==> src/rtl/fetch_unit.sv <==
// Instruction-fetch stage: owns the PC, issues word reads over a variable-latency
// handshake, holds each instruction until decode accepts it, then picks the next PC.
module fetch_unit #(
  parameter int                    ADDR_WIDTH = 16,
  parameter int                    DATA_WIDTH = 16,
  parameter logic [ADDR_WIDTH-1:0] RESET_ADDR = '0
) (
  input  logic                  clk,
  input  logic                  reset_n,
  output logic                  mem_rd_en,
  output logic [ADDR_WIDTH-1:0] mem_addr,
  input  logic [DATA_WIDTH-1:0] mem_rd_data,
  input  logic                  mem_rd_valid,
  output logic [DATA_WIDTH-1:0] instr,
  output logic                  instr_valid,
  input  logic                  instr_ready,
  output logic [ADDR_WIDTH-1:0] pc,
  input  logic                  jump_en,
  input  logic [ADDR_WIDTH-1:0] jump_addr,
  input  logic                  branch_en,
  input  logic [7:0]            branch_disp
);

  typedef enum logic {
    FETCH = 1'b0,
    HOLD  = 1'b1
  } state_t;

  state_t                state_q, state_d;
  logic [ADDR_WIDTH-1:0] pc_q, pc_d;
  logic                  rd_en_q, rd_en_d;
  logic [DATA_WIDTH-1:0] instr_q, instr_d;
  logic                  valid_q, valid_d;
  logic [ADDR_WIDTH-1:0] next_pc;
  logic [ADDR_WIDTH-1:0] disp_ext;

  assign disp_ext = {{(ADDR_WIDTH-8){branch_disp[7]}}, branch_disp};

  // Redirect inputs are only consulted through next_pc, which is only taken on the handshake.
  always_comb begin
    if (jump_en)
      next_pc = jump_addr;
    else if (branch_en)
      next_pc = pc_q + disp_ext;
    else
      next_pc = pc_q + ADDR_WIDTH'(1);
  end

  // NOTE: every variable gets its hold value first so no path through the case infers a latch.
  always_comb begin
    state_d = state_q;
    pc_d    = pc_q;
    rd_en_d = rd_en_q;
    instr_d = instr_q;
    valid_d = valid_q;
    case (state_q)
      FETCH: begin
        // rd_en low in FETCH only happens in the startup cycle after reset; any response then is stale.
        if (!rd_en_q) begin
          rd_en_d = 1'b1;
        end else if (mem_rd_valid) begin
          instr_d = mem_rd_data;
          valid_d = 1'b1;
          rd_en_d = 1'b0;
          state_d = HOLD;
        end
      end
      HOLD: begin
        if (instr_ready) begin
          pc_d    = next_pc;
          valid_d = 1'b0;
          rd_en_d = 1'b1;
          state_d = FETCH;
        end
      end
      default: state_d = FETCH;
    endcase
  end

  // NOTE: non-blocking assignments so every register samples the pre-edge values together.
  always_ff @(posedge clk or negedge reset_n) begin
    if (!reset_n) begin
      state_q <= FETCH;
      pc_q    <= RESET_ADDR;
      rd_en_q <= 1'b0;
      instr_q <= '0;
      valid_q <= 1'b0;
    end else begin
      state_q <= state_d;
      pc_q    <= pc_d;
      rd_en_q <= rd_en_d;
      instr_q <= instr_d;
      valid_q <= valid_d;
    end
  end

  assign mem_rd_en   = rd_en_q;
  assign mem_addr    = pc_q;
  assign pc          = pc_q;
  assign instr       = instr_q;
  assign instr_valid = valid_q;

endmodule

==> config.mk <==
export PLATFORM = sky130hd
export DESIGN_NAME = fetch_unit
export DESIGN_NICKNAME = d
export VERILOG_FILES = /design/src/rtl/fetch_unit.sv
export SDC_FILE = /design/constraint.sdc
export NUM_CORES = 1
export LEC_CHECK = 0
export CORE_ASPECT_RATIO = 0.6
export CORE_MARGIN = 1.5
export CORE_UTILIZATION = 44
export CTS_BUF_LIST = sky130_fd_sc_hd__clkbuf_2 sky130_fd_sc_hd__clkbuf_4 sky130_fd_sc_hd__clkbuf_8
export CTS_CLUSTER_DIAMETER = 150
export DETAILED_ROUTE_END_ITERATION = 10
export GPL_TIMING_DRIVEN = 0
export PLACE_DENSITY = 0.82
export SYNTH_ARGS = -nofsm -noshare
export SYNTH_HDL_FRONTEND = slang
export SYNTH_SLANG_ARGS = --single-unit
==> constraint.sdc <==
create_clock -name clk -period 3.3 [get_ports clk]
set_input_delay 0.495 -clock clk [delete_from_list [all_inputs] [get_ports clk]]
set_output_delay 0.495 -clock clk [all_outputs]
set_load 0.01 [all_outputs]
## After elaboration in Yosys (flattened, before gate mapping)

Cells that the tools add are included.

| word-level totals | value |
|---|---|
| bits in registers | 35 |
| input port bits | 46 |
| output and inout bits | 50 |
| word-level logic and storage cells | 28 |

| operators by class | value |
|---|---|
| $add $sub $neg | 2 |
| eq/ne operators | 3 |
| muxes and demuxes | 14 |
| bitwise gates (word level) | 1 |
| reductions and logical operators | 3 |

Operators with widths:

| cell | number |
|---|---|
| 2-to-1 mux 16 bit | 2 |
| adder 16 x 1 -> 16 bit (second input constant) | 1 |
| adder 16 bit | 1 |
| 2-to-1 mux 1 bit | 9 |
| != test 2 bit (second input constant) | 3 |
| case mux 1 bit (2 select lines) | 3 |
| AND reduction 3 bit | 2 |
| AND reduction 2 bit | 1 |
| NOT 1 bit | 1 |

## Logic depth before layout (Yosys ltp)

| depth | value |
|---|---|
| depth in word-level cells | 3 |
| mapped depth | 9 |
| mapped depth without buffers | 9 |

## Least setup slack after synthesis

Ideal clock, no wire load.

| timing | value |
|---|---|
| path kind | input to register |
| start | input port branch_disp[0] |
| end | register pc_q[12] (netlist: mem_addr[12]) |
| library setup time | 0.126 ns |
| arrival time | 2.685 ns |
| required time | 3.174 ns |
| slack | 0.489 ns |
| stages | 9 |
| buffers on the path | 0 |
| path through | nand2b_1 -> ha_1 -> fa_1 -> a21o_1 -> a221o_1 -> a21oi_1 -> mux2i_1 -> nor4_1 -> a311o_1 |

| on the way | value |
|---|---|
| cells in the longest elaborated chain, start to end | 3 |

RTL lines:

| what | RTL line | RTL |
|---|---|---|
| start, declared | 21 | `input logic [7:0] branch_disp` |
| adder 16 bit | 44 | `next_pc = pc_q + disp_ext;` |
| 2-to-1 mux 16 bit | 43 | `else if (branch_en)` |
| 2-to-1 mux 16 bit | 41 | `if (jump_en)` |
| end signal, assigned | 90 | `pc_q <= pc_d;` |
| end, declared | 30 | `logic [ADDR_WIDTH-1:0] pc_q, pc_d;` |

No other way between the ends.
A chain may end at the register's enable or synchronous reset.

## Worst setup path in the final report

Ends and elaborated chain as after synthesis.

==> impl_metrics.json <==
{
  "drtIter0Drc": 163,
  "finalSetupTns_ns": 0,
  "syn_area_sq_mm": 0.002283,
  "postCtsSetupBuffers": 0,
  "fp.dieH_um": 58.80,
  "power.leakage_nw": 1.497,
  "preCtsSetupSlack_ns": -0.4007,
  "setup_ws_ns": 0.2526,
  "synth_enable_flop_cells": 0,
  "path_delay_family": "compound AO/OA/AOI/OAI gates",
  "setup_viol": 0,
  "clock_latency_ns": 0.29,
  "p_per_area_mw_per_mm2": 829.0,
  "cap_violations": 0,
  "hpwl_um": 4605,
  "swShare_pct": 36.42,
  "final.period_utilization_pct": 92.35,
  "cpMaxStageDelayCell": "fa_1",
  "start_kind": "primary input",
  "p_sw_mw": 1.036,
  "layout.cells.non_filler": 409,
  "port_buffers": 95,
  "areaGrowthSynthToFinish_pct": 50.30,
  "ctsHtreeMaxLevel": 2,
  "slew_headroom_pct": 47.69,
  "grt_pass1_vias": 2102,
  "yosysUniqueCellTypes": 48,
  "hold_path_class": "primary input to async pin",
  "synthArstFlopShare_pct": 100.0,
  "mostFrequentLayoutCell": "clkdlybuf4s50_1",
  "synth.net_count": 295,
  "arrival_ns": 3.23,
  "cp_cell_sequence": "clkdlybuf4s50_1, nand2b_1, ha_1, fa_1, a21o_1, a221o_1, a21oi_4, mux2i_1, nor4_1, a311o_1",
  "synth_area_leader_cell": "dfrtp_1",
  "routed-via-count": 2152,
  "syn_inst": 241,
  "post-route-drc-count": 0,
  "grt_pass1_wl_um": 10180,
  "ys_warn_count": 0,
  "fmax_ghz": 0.3281,
  "die_w_um": 96,
  "final_area_sq_mm": 0.003432,
  "synth_top_area_share_pct": 38.36,
  "gp_congestion": 0.8574,
  "multi_input_area_sq_mm": 0.001225,
  "worstMarginPinSlew_ns": 0.7847,
  "ir_drop_mv": 0.4509,
  "fp.coreArea_sq_mm": 0.005030,
  "worst-setup-path-type": "primary input to register",
  "firstDrtPassIters": 4,
  "syn_area_per_cell_sq_um": 9.475,
  "ys_seq_elements": 35,
  "fin_hold_ws_ns": 0.2735,
  "cts_tree": "built",
  "io_pins": 96,
  "p_seq_share_pct": 28.1,
  "via_per_inst": 5.262,
  "skew_ns": 0.007473,
  "wl_um": 6284,
  "cts_buffers": 5,
  "layout.area.seq_sq_um": 875.8,
  "grt_max_degree": 36,
  "path_clk_slew_ns": 0.08,
  "postRouteAntennaNets": 0,
  "place_area_sq_mm": 0.003312,
  "cp_max_fo": 3,
  "ctsHoldBuffers": 0,
  "numClockSinks": 35,
  "crit_required_ns": 3.48,
  "combPwrFrac_pct": 58.3,
  "final_max_slew_viol_count": 0,
  "post_drt_wl_per_cell_um": 15.36,
  "root_buffer": "clkbuf_8",
  "fp-row-count": 20,
  "seq_area_frac_synth_pct": 38.36,
  "p_int_mw": 1.809,
  "crit_path_end_kind": "register",
  "start_util_pct": 45.40,
  "rsz0062_at_grt": "false",
  "die_area_sq_mm": 0.005645,
  "grt_usage_pct": 23.85,
  "antenna_found_initial": 0,
  "cts_buffer_depth": 2,
  "drive_gt1_share_pct": 13.41,
  "nFillCells": 405,
  "antenna_cells": 0,
  "dpl.cell_count": 402,
  "min_period_ns": 3.047,
  "path_buf_inv": 1,
  "layout_common_cells": "93 x clkdlybuf4s50_1, 35 x dfrtp_1, 25 x nand2_1",
  "grt_overflow": 0,
  "hold_violations": 0,
  "yosys_most_used_dff": "dfrtp_1",
  "slowest_delay_ns": 0.41,
  "netlist_top_cells_area": "dfrtp_1 38%, mux2_2 7.9%, mux2i_1 5.3%",
  "nets": 397,
  "power.share.clock_pct": 13.6,
  "status": "finished, final reports clean"
}
[final timing paths]
check                                             start                  endpoint  slack, ns  depth (start not counted)
worst min register to register  instr_valid$_DFFE_PN0P_   instr_valid$_DFFE_PN0P_       0.49                          2
worst max register to register  mem_addr[0]$_DFFE_PN0P_  mem_addr[12]$_DFFE_PN0P_       0.54                          8
worst min-delay path                            reset_n   mem_addr[9]$_DFFE_PN0P_       0.27                          1
worst max-delay path                     branch_disp[0]  mem_addr[12]$_DFFE_PN0P_       0.25                         10
min in group clk                instr_valid$_DFFE_PN0P_   instr_valid$_DFFE_PN0P_       0.49                          2
max in group asynchronous                       reset_n         state_q$_DFF_PN0_       2.52                          1
[stage by stage]
| step | power, mW | utilization [%] |
|---|---|---|
| floorplan | 1.668 | - |
| global placement | 2.397 | 65.95 |
| detailed placement | 2.446 | 65.85 |
| CTS | 2.851 | 68.03 |
| global route | 3.047 | 68.23 |
| finish | 2.845 | 68.23 |
[repair_timing]
action,in CTS,in global routing
endpoints found under the hold margin,0,0
setup endpoints to repair,2,2
gates resized for setup,1,2
[metal layers]
layer | up-vias | share of wire [%] | track usage, %
met5 | - | 0 | 0
met4 | 0 | 0.76 | 5.882
met3 | 5 | 11 | 10.34
met2 | 91 | 42 | 35.31
met1 | 1000 | 46 | 32.17
li1 | 1056 | - | -
[synthesized netlist by cell type, types with 4 or more instances]
library cell  count
mux2_2           16
a21o_1            6
nand3_1          15
buf_4            16
ha_1              7
nor3_1            6
clkbuf_1          8
or4_1             4
nor2_1           10
a21oi_1          12
nor4_1            4
o21ai_0           7
and3_1            4
dfrtp_1          35
and2_1           10
mux2i_1          12
nand2_1          25
[sequential cells by signal, indices dropped and copies added (netlist names)]
register	count
mem_rd_en	1
mem_addr	16
instr_valid	1
instr	16
state_q	1
[power groups by stage]
stage	combinational (mW)	sequential (mW)	clock (mW)
6_report	1.66	0.800	0.386
3_3_place_gp	1.61	0.790	0
5_1_grt	1.80	0.830	0.415
3_5_place_dp	1.64	0.805	0
2_1_floorplan	0.801	0.867	0
4_1_cts	1.66	0.801	0.393
[final cells by class]
class / count / share of cell area, %
Tap cell: 66 / 2.406
Sequential cell: 35 / 25.52
Clock inverter: 2 / 1.094
Clock buffer: 5 / 2.005
Inverter: 3 / 0.3281
Timing Repair Buffer: 95 / 27.63
Buffer: 30 / 5.323
Multi-Input combinational cell: 173 / 35.69
[logic make-up (layout without fill, tap and decap cells)]
family	count (synthesis)	in the layout	share of synthesized area [%]
AND/OR/NAND/NOR	90	90	20.16
AO/OA/AOI/OAI	43	43	13.59
flip-flops	35	35	38.36
buffers and inverters	33	135	8.493
multiplexers	28	28	13.15
adder cells (fa/ha/maj)	8	8	4.712
XOR/XNOR	4	4	1.535
No activity file was read; power rests on OpenSTA's default activity.
